`src/rtl/mem_port_arbiter.sv`:
```
// mem_port_arbiter
// Shares one memory request port between the instruction fetch requester (IF)
// and the data requester (MEM stage). At most one request is issued per cycle.
// The data port normally has priority. A saturating counter tracks consecutive
// data grants while IF waits and forces an IF grant once it reaches STARVE_MAX.
// Read responses return a fixed MEM_LAT cycles after issue. A tag shift register
// tracks each response's owner, so the response is steered to the port that
// issued it.
//
// Ports:
//   CLK, RESET         clock; synchronous active-high reset
//   if_req/if_addr     fetch request and word address (held until if_gnt)
//   if_flush           drop every in-flight fetch response
//   if_gnt             fetch issued this cycle
//   if_stall           fetch pending but not granted
//   if_rvalid/if_rdata fetch response
//   d_req/d_we/d_addr/d_wdata/d_size/d_sign
//                      data request (held until d_gnt)
//   d_gnt              data request issued this cycle
//   d_rvalid/d_rdata   load response (stores return nothing)
//   mem_en/mem_we/mem_addr/mem_wdata/mem_size/mem_sign
//                      memory request port
//   mem_rdata          memory read data, valid MEM_LAT cycles after mem_en
module mem_port_arbiter #(
  parameter int MEM_LAT    = 2,
  parameter int STARVE_MAX = 3
) (
  input  logic        CLK,
  input  logic        RESET,
  input  logic        if_req,
  input  logic [31:0] if_addr,
  input  logic        if_flush,
  output logic        if_gnt,
  output logic        if_rvalid,
  output logic [31:0] if_rdata,
  output logic        if_stall,
  input  logic        d_req,
  input  logic        d_we,
  input  logic [31:0] d_addr,
  input  logic [31:0] d_wdata,
  input  logic [1:0]  d_size,
  input  logic        d_sign,
  output logic        d_gnt,
  output logic        d_rvalid,
  output logic [31:0] d_rdata,
  output logic        mem_en,
  output logic        mem_we,
  output logic [31:0] mem_addr,
  output logic [31:0] mem_wdata,
  output logic [1:0]  mem_size,
  output logic        mem_sign,
  input  logic [31:0] mem_rdata
);

  localparam logic [3:0] STARVE_LIM = 4'(STARVE_MAX);

  logic [3:0]         cnt;
  logic               starve;
  logic [MEM_LAT-1:0] pipe_v;
  logic [MEM_LAT-1:0] pipe_owner;
  logic [MEM_LAT-1:0] live_v;
  logic               out_v;
  logic               out_owner;

  // Arbitration and request mux. The data port normally wins. Once the
  // starvation count is reached while both ports request, IF gets the slot.
  // Everything is forced to zero while RESET is high.
  always_comb begin
    starve    = if_req & d_req & (cnt >= STARVE_LIM);
    d_gnt     = ~RESET & d_req & ~starve;
    if_gnt    = ~RESET & if_req & (~d_req | starve);
    if_stall  = ~RESET & if_req & ~if_gnt;
    mem_en    = if_gnt | d_gnt;
    mem_we    = 1'b0;
    mem_addr  = 32'd0;
    mem_wdata = 32'd0;
    mem_size  = 2'b00;
    mem_sign  = 1'b0;
    if (d_gnt) begin
      mem_we    = d_we;
      mem_addr  = d_addr;
      mem_wdata = d_wdata;
      mem_size  = d_size;
      mem_sign  = d_sign;
    end else if (if_gnt) begin
      mem_addr  = if_addr;
      mem_size  = 2'b10;
    end
  end

  // A flush kills every fetch-owned entry, including the one at the pipe
  // output this cycle. Entries written this cycle (the new fetch) are
  // unaffected because they are only written at the clock edge.
  always_comb begin
    live_v    = pipe_v & ~({MEM_LAT{if_flush}} & ~pipe_owner);
    out_v     = ~RESET & live_v[MEM_LAT-1];
    out_owner = pipe_owner[MEM_LAT-1];
    if_rvalid = out_v & ~out_owner;
    d_rvalid  = out_v & out_owner;
    if_rdata  = if_rvalid ? mem_rdata : 32'd0;
    d_rdata   = d_rvalid  ? mem_rdata : 32'd0;
  end

  // Starvation counter and tag pipe. A store occupies a slot with v=0, so
  // response timing stays a fixed MEM_LAT cycles for every issued request.
  always_ff @(posedge CLK) begin
    if (RESET) begin
      cnt        <= 4'd0;
      pipe_v     <= '0;
      pipe_owner <= '0;
    end else begin
      if (if_gnt | ~if_req)
        cnt <= 4'd0;
      else if (d_gnt && cnt != 4'hF)
        cnt <= cnt + 4'd1;
      pipe_v[0]     <= if_gnt | (d_gnt & ~d_we);
      pipe_owner[0] <= d_gnt;
      for (int i = 1; i < MEM_LAT; i++) begin
        pipe_v[i]     <= live_v[i-1];
        pipe_owner[i] <= pipe_owner[i-1];
      end
    end
  end

endmodule
```
`config.mk`:
```
export PLATFORM = sky130hd
export DESIGN_NAME = mem_port_arbiter
export DESIGN_NICKNAME = d
export VERILOG_FILES = /design/src/rtl/mem_port_arbiter.sv
export SDC_FILE = /design/constraint.sdc
export NUM_CORES = 1
export LEC_CHECK = 0
export CORE_AREA = 3 3 106 108
export CTS_CLUSTER_SIZE = 25
export DETAILED_ROUTE_END_ITERATION = 12
export DIE_AREA = 0 0 109 111
export PLACE_DENSITY = 0.67
export SYNTH_ARGS = -nofsm -noshare
export SYNTH_HDL_FRONTEND = slang
export SYNTH_SLANG_ARGS = --single-unit
export TNS_END_PERCENT = 30
```
`constraint.sdc`:
```
create_clock -name CLK -period 1.7 [get_ports CLK]
set_input_delay 0.255 -clock CLK [delete_from_list [all_inputs] [get_ports CLK]]
set_output_delay 0.255 -clock CLK [all_outputs]
set_load 0.1 [all_outputs]
```
Word-level counts from Yosys, hierarchy flattened
Cells that the tools add are included.
Cells by class
  equality and inequality tests: 1
  reduce and logical (&&, ||, !) cells: 2
  magnitude comparators: 1
  add/sub/neg operators: 1
  mux-type cells: 9
  bitwise operators: 26
Operators by type and width (number)
  32-bit 2-to-1 mux: 5
  1-bit AND: 11
  1-bit NOT: 7
  4-bit by 1-bit adder with 4-bit output, second input constant: 1
  2-bit AND: 2
  4-bit by 2-bit >= comparator with 1-bit output, second input constant: 1
  2-bit 2-to-1 mux: 2
  4-bit inequality test, second input constant: 1
  2-bit NOT: 2
  1-bit bitwise OR: 4
  1-bit 2-to-1 mux: 2
  2-bit OR reduction: 1
  1-bit logical AND: 1
Word-level totals
  word-level logic and storage cells: 43
  input port bits: 137
  flip-flop bits (word level): 8
  output and inout bits: 138

Depth between registers and ports, before layout
  depth after elaboration: 7
  mapped depth: 5

Worst setup path before layout
Ideal clock, no wire load.
  kind: flip-flop to output port
  start: register cnt[0]
  end: output port mem_size[1]
  arrival: 3.284 ns
  cell stages (with the launch flop): 5
  setup slack: -1.839 ns
  path through: dfxtp_1 > ha_1 > o31a_1 > buf_4 > o32ai_1
Between the ends
  longest elaborated chain between the ends: 6
  elaborated cells between the ends (all ways): 8
Ends and longest elaborated chain
  start, declared: line 57  | logic [3:0] cnt;
  start signal, assigned: line 115  | cnt <= cnt + 4'd1;
  4-bit by 2-bit >= comparator with 1-bit output *: line 69  | starve = if_req & d_req & (cnt >= STARVE_LIM);
  1-bit AND *: line 69
  1-bit bitwise OR: line 71  | if_gnt = ~RESET & if_req & (~d_req | starve);
  1-bit AND: line 71
  2-bit 2-to-1 mux: line 85  | end else if (if_gnt) begin
  2-bit 2-to-1 mux *: line 79  | if (d_gnt) begin
  end, declared: line 50  | output logic [1:0] mem_size,
Mark *: on every way between the ends. The rest lies on a longest branch, timed or not.

Final worst setup path
  start: register cnt[0]
  end: output port mem_addr[27]
Between the ends
  longest elaborated chain between the ends: 6
  elaborated cells between the ends (all ways): 8
Ends and longest elaborated chain
  4-bit by 2-bit >= comparator with 1-bit output *: line 69
  1-bit AND *: line 69
  1-bit bitwise OR: line 71
  1-bit AND: line 71
  32-bit 2-to-1 mux: line 85
  32-bit 2-to-1 mux *: line 79
  end, declared: line 48  | output logic [31:0] mem_addr,
Marked as above.

==> impl_results.md <==
* Clk sinks at 8
* Asr flop ratio synth at 0%
* Total number of vias at 3189
* Die Wd at 109 um
* Congestion Overflow GR at 0
* Worst path slowest cell: dfxtp_2
* Clk pwr share at 8.7%
* Synth Warn # at 0
* Fin worst setup slack at -334 ps
* Share of the synthesized area in the top cell type at 21.8%
* HPWL Detailed at 10000 um
* Area added between synthesis and finish at 319%
* Max Clock Skew at 1.34 ps
* Switching Share at 47.6%
* Mapped Area at 1840 um^2
* CP Class: flop to output port
* Setup-failing EPs final at 71
* Largest net degree at the start of global routing at 34
* Sequential fraction of the synthesis area at 8.71%
* TritonCTS clock tree: done
* Final Util at 74.5%
* WHS Path Cells at 3
* Critical-path maximum fanout at 11
* Distinct cell type count after synthesis at 26
* P_sw at 0.00121 W
* Final Hold Vio Count at 0
* Placed Instances at 673
* H-tree depth at 1
* Setup_tns at -19750 ps
* 1st-iter DRT viols at 89
* Total Routing Usage GR at 20.8%
* DIE AREA at 12100 um^2
* Fin nets at 699
* Routed Antenna Nets at 0
* Die Y at 111 um
* Most frequent cell after synthesis: and2_1
* CTS clock-pin slew for the worst setup and hold paths at 40 ps
* Pleak at 3.00 nW
* DR pass1 iterations at 4
* Max IR drop VDD at 0.218 mV
* FF-to-FF setup slack at 240 ps
* Worst skew pair latency at 220 ps
* Crit start category: flop
* Area contributors post-synth: and2_1 22%, o32ai_1 15%, nand3b_1 13%
* Number of enable flip-flop cells after synthesis at 0
* Top_reg_cell synth: dfxtp_1
* Number of synthesized register bits at 8
* Commonest cells in the netlist: 64 x and2_1, 36 x and3_1, 33 x inv_1, 32 x nand3b_1, 32 x o32ai_1
* Crit path DAT at 1780 ps
* Final min period at 2030 ps
* Reg2Reg Launch Point: cnt[0]$_SDFFE_PP0P_
* Clock root buffer: clkbuf_8
* Worst R2R Path Depth at 5
* Avg Inst Size Synth at 7.10 um^2
* Crit path largest cell delay at 320 ps
* DRC at 0
* Initial Util at 17.8%
* Vias per cell at 4.59
* TritonCTS Buffers at 3
* Number of slew-limit violations in the final report at 0
* I/O pin cnt at 275
* Int Power at 0.00133 W
* Critical path origin: cnt[0]$_SDFFE_PP0P_
* Failing checks: negative setup slack
* Hold Crit Class: primary input to flop
* GPL Wtd Cong at 0.793
* RSZ-0062 raised after global routing: true
* Fmax at 0.492 GHz
* Sequential power share at 8.1%
* Reg-to-Reg End: cnt[0]$_SDFFE_PP0P_
* Final wirelength at 13000 um
* Final period utilization at 120%
* Global-route wire length before repair at 20000 um
* Area of the core at 10300 um^2
* Most used cell, CP: buf_12
* Row cnt at 37
* Cells after Synth at 259
* Number of fill cells at 660
* Setup crit end: mem_addr[27]
* Post-DR wirelength/cell at 18.7 um
* Final Non-Filler Cells at 695
* Crit end category: output port
* Critical path required time at 1440 ps
* Placed cell area at 7040 um^2
* Crit-path cells: ha_4, buf_6, o31a_4, buf_12, buf_12, o32ai_4, buf_12
* Final Instance Area at 7700 um^2
* Leading area contributor after synthesis: and2_1
* Vias in the first global route at 3636
* Initial antenna violation count at 0
* Comb power frac at 83.2%
* MaxCap Viol Count at 0
* Status: complete, but fails checks
* PwrDens at 330 nW/um^2
* IO Port Bufs at 274
* Diodes inserted at 0
* Share of post-route cells with drive strength above 1 at 57.4%
* Clock buffer depth at 2
routing by layer:
metal  wire length [um]  GRT usage, %  vias up
li1                   -             -     1508
met1               4420          21.4     1501
met2               7170          40.2      160
met3               1140          6.99       20
met4                283          3.70        0
met5                  0             0        -
placed cells by master (no fill, tap or decap), types with 2 or more instances in the layout:
master	netlist	final
buf_12	0	154
nor2_1	5	2
nor4b_4	2	2
dfxtp_1	8	4
dfxtp_2	0	4
clkdlybuf4s15_1	0	2
o32ai_4	0	33
clkbuf_8	0	3
buf_4	4	23
conb_1	1	2
and2_1	64	22
nor2_4	0	2
inv_1	33	33
buf_16	0	5
clkdlybuf4s50_1	0	132
nand3b_1	32	32
buf_6	6	6
and3_4	0	36
nor2b_1	2	2
o31ai_4	1	2
and2_4	0	35
and2_2	0	7
how the worst min path moves through the flow:
stage	startpoint	to	slack, ps
floorplan	d_we	pipe_v[0]$_SDFF_PP0_	380
global placement	pipe_v[0]$_SDFF_PP0_	pipe_v[1]$_SDFF_PP0_	450
detailed placement	pipe_v[0]$_SDFF_PP0_	pipe_v[1]$_SDFF_PP0_	460
CTS	RESET	pipe_owner[1]$_SDFF_PP0_	420
global route	RESET	pipe_owner[1]$_SDFF_PP0_	450
finish	RESET	pipe_owner[1]$_SDFF_PP0_	430
critical path: cells and delay by family (launching register included):
family | cells | cell delay [ps]
compound gates | 2 | 430
fa+ha+maj | 1 | 160
buf+inv | 4 | 620
flops | 1 | 320
layout make-up:
type / instances / area [um^2] / area share [%]
clock buffers: 3 / 41.3 / 0.536
well taps: 136 / 170 / 2.21
inverters: 33 / 124 / 1.61
multi-input cells: 189 / 2320 / 30.2
flip-flops and latches: 8 / 165 / 2.15
repair buffers: 326 / 4870 / 63.3
sequential cells by signal, summed over array words and instances, names as in the netlist:
signal      count
pipe_owner      2
cnt             4
pipe_v          2
power groups by stage:
stage               Clock, W  Sequential (W)  Combinational (W)
finish              0.000221        0.000206            0.00211
global route        0.000233        0.000207            0.00219
CTS                 0.000227        0.000207            0.00211
detailed placement         0        0.000206            0.00195
global placement           0        0.000205            0.00193
floorplan                  0        0.000207            0.00109
through the flow:
step / worst slack [ps] / hold slack [ps] / total power [W]
after floorplan: -381 / 377 / 0.00129
after global placement: -371 / 450 / 0.00214
after detailed placement: -393 / 459 / 0.00216
after CTS: -380 / 424 / 0.00255
after global routing: -386 / 446 / 0.00263
final: -334 / 433 / 0.00254
cell families (layout without fill, tap and decap cells):
group	Yosys count	in the layout	share of synthesized area, %
AND/OR/NAND/NOR	149	149	55.0
buffers and inverters	64	362	16.7
AO/OA/AOI/OAI	36	37	18.7
flip-flops	8	8	8.71
adder cells (fa/ha/maj)	1	1	0.681
other	1	2	0.204
timing repair:
item,CTS,global route
buffers inserted,12,0
pin swaps,36,14
hold endpoints to repair,0,0
setup endpoints to repair,138,112
resized for setup,84,7
cloned,7,1
hold buffers,0,0
Note: power is estimated with default switching activity, not from simulation.
==> RTL change, RTL diff (same flow settings) <==
Reset style: asynchronous (`RESET`), changed in one clocked block. Comments in the files are not updated.
--- a/src/rtl/mem_port_arbiter.sv
+++ b/src/rtl/mem_port_arbiter.sv
@@ -105,3 +105,3 @@
   // response timing stays a fixed MEM_LAT cycles for every issued request.
-  always_ff @(posedge CLK) begin
+  always_ff @(posedge CLK or posedge RESET) begin
     if (RESET) begin
Function: same outputs for any inputs over 10 cycles, from zero or initial values and one cycle with RESET high; that may be too few to reach the edited logic, so the function may still have changed.
==> RTL change against the unedited design <==
  * The run still ends with negative setup slack left
  * Total power down 9.5%
  * Via count down 19%
  * Largest power group unchanged
  * Cell area down 17%
  * Synthesized area down 21%
  * Routed wire length down 16%
  * Global-route usage down 4.0 points
  * Sequential cell count unchanged
  * Worst hold slack worse by 280 ps
  * Setup slack worse by 230 ps
==> RTL change: results (changes against the unedited design) <==
INFO  metric status = finished, violations left
INFO  metric failing_checks = negative setup slack
INFO  metric seq_total_area_yosys = 0.137 (+0.0503)
INFO  metric synth_async_sr_flop_share = 1.00 (+1.00)
INFO  metric synth.distinct_cells = 23 (-12%)
INFO  metric leakage = 2.73 nW (-9.1%)
INFO  metric arrival = 2010 ps (+230 ps)
INFO  metric drtIter0Drc = 80 (-10%)
INFO  metric groute.usage.overall = 0.169 (-0.0398)
INFO  metric root_driver = sky130_fd_sc_hd__clkbuf_8
INFO  metric layout.nets = 613 (-12%)
INFO  metric crit_path_max_fanout = 10 (-1)
INFO  metric dp.final_hpwl = 9430 um (-5.7%)
INFO  metric fraction_of_final_layout_cells_sized_beyond_drive_strength_1 = 0.655 (+0.0812)
INFO  metric crit_slowest_cell = sky130_fd_sc_hd__dfrtp_1
INFO  metric biggest_cell_delay_along_the_critical_path = 400 ps (+80 ps)
INFO  metric final.setup.worst_slack = -565 ps (-231 ps)
INFO  metric max_clock_skew = 7.69 ps (+6.35 ps)
INFO  metric synth_top_cells_by_area = sky130_fd_sc_hd__and2_1 43%, sky130_fd_sc_hd__a22o_1 19%, sky130_fd_sc_hd__dfrtp_1 14%
INFO  metric numPortBuffers = 274 (unchanged)
INFO  metric synth_flop_cell = sky130_fd_sc_hd__dfrtp_1
INFO  metric synth_common_cells = 100 x sky130_fd_sc_hd__and2_1, 32 x sky130_fd_sc_hd__a22o_1, 8 x sky130_fd_sc_hd__clkbuf_1, 8 x sky130_fd_sc_hd__dfrtp_1, 7 x sky130_fd_sc_hd__buf_6
INFO  metric grt_first_pass_wirelength = 15700 um (-22%)
INFO  metric wl = 11000 um (-16%)
INFO  metric vdd_drop_max = 0.000272 V (+25%)
INFO  metric vias = 2579 (-19%)
INFO  metric clock_latency = between 200 and 250 ps
INFO  metric worstHoldPathType = input pin to asynchronous set/reset pin
INFO  metric crit_start = cnt[0]$_DFFE_PP0P_
INFO  metric grt_pass1_vias = 2889 (-21%)
INFO  metric gpl.final_weighted_congestion = 0.718 (-9.5%)
INFO  metric tritoncts.num_buffers = 3 (unchanged)
INFO  metric finalSetupViolations = 104 (+46%)
INFO  metric diodes = 0 (unchanged)
INFO  metric synth_nets = 324
INFO  metric grt_antenna_before_repair = 0 (unchanged)
[RTL change: cell count changes in the layout (fill, tap and decap cells not counted), moves of 10 or more]
cell | before | now
sky130_fd_sc_hd__nand3b_1 | 32 | 0
sky130_fd_sc_hd__and3_4 | 36 | 1
sky130_fd_sc_hd__buf_12 | 154 | 143
sky130_fd_sc_hd__and2_4 | 35 | 99
sky130_fd_sc_hd__o32ai_4 | 33 | 0
sky130_fd_sc_hd__and2_1 | 22 | 1
sky130_fd_sc_hd__a22o_2 | 0 | 22
sky130_fd_sc_hd__a22o_4 | 0 | 10
sky130_fd_sc_hd__inv_1 | 33 | 3
[RTL change: where the power goes]
part           switching, mW  total [mW]  internal [mW]
logic                   1.02        1.87          0.844
registers            0.00574       0.205          0.199
clock network         0.0754       0.229          0.153
[RTL change: final cells by class]
type	instances	area (um2)
Tap cell	136	170
Timing Repair Buffer	302	4460
Inverter	4	18.8
Sequential cell	8	200
Fill cell	788	3900
Multi-Input combinational cell	156	1530
Clock buffer	3	41.3
[RTL change: final timing paths]
check	to	slack, ps	cells after the start
setup / recovery	mem_addr[11]	-560	7
hold / removal	cnt[0]$_DFFE_PP0P_	150	4
setup reg to reg	pipe_v[0]$_DFF_PP0_	100	6
hold reg to reg	pipe_owner[1]$_DFF_PP0_	370	0
max in group asynchronous	pipe_v[0]$_DFF_PP0_	1400	4
min in group CLK	pipe_owner[1]$_DFF_PP0_	370	0
[RTL change: layer usage]
metal  wire [um]  share of wire  GRT usage  vias up
met5           0              0          0        -
met4          80         0.0073     0.0210        0
met3        1150           0.10     0.0553        8
met2        6570           0.60      0.369      168
met1        3170           0.29      0.139     1187
li1            -              -          -     1216
[RTL change: kinds of logic after synthesis]
logic type | Yosys count | share of synthesized area
AOI/OAI and AO/OA | 43 | 0.248
adders and majority gates | 1 | 0.00859
buffers and inverters | 22 | 0.0954
DFF | 8 | 0.137
muxes | 2 | 0.0137
and+or+nand+nor | 110 | 0.497
[RTL change: critical path: cells and delay by family (launching register included)]
kind            cells  cell delay, ps
fa+ha+maj           1             190
compound gates      2             430
simple gates        1             210
buf+inv             3             550
flops               1             400
[RTL change: what timing repair did]
item | CTS | global route
buffers inserted | 5 | 0
cloned | 2 | 1
endpoints found under the setup margin | 138 | 137
pin swaps | 33 | 30
gates resized for setup | 81 | 12
[RTL change: through the flow]
stage	instances	cell area, um2	setup slack, ps	TNS, ps
after global routing	609	6420	-630	-47120
after global placement	598	6040	-374	-40200
after CTS	608	6340	-545	-39220
after floorplan	186	1700	-491	-47150
final	609	6420	-565	-40030
after detailed placement	598	6040	-439	-44370
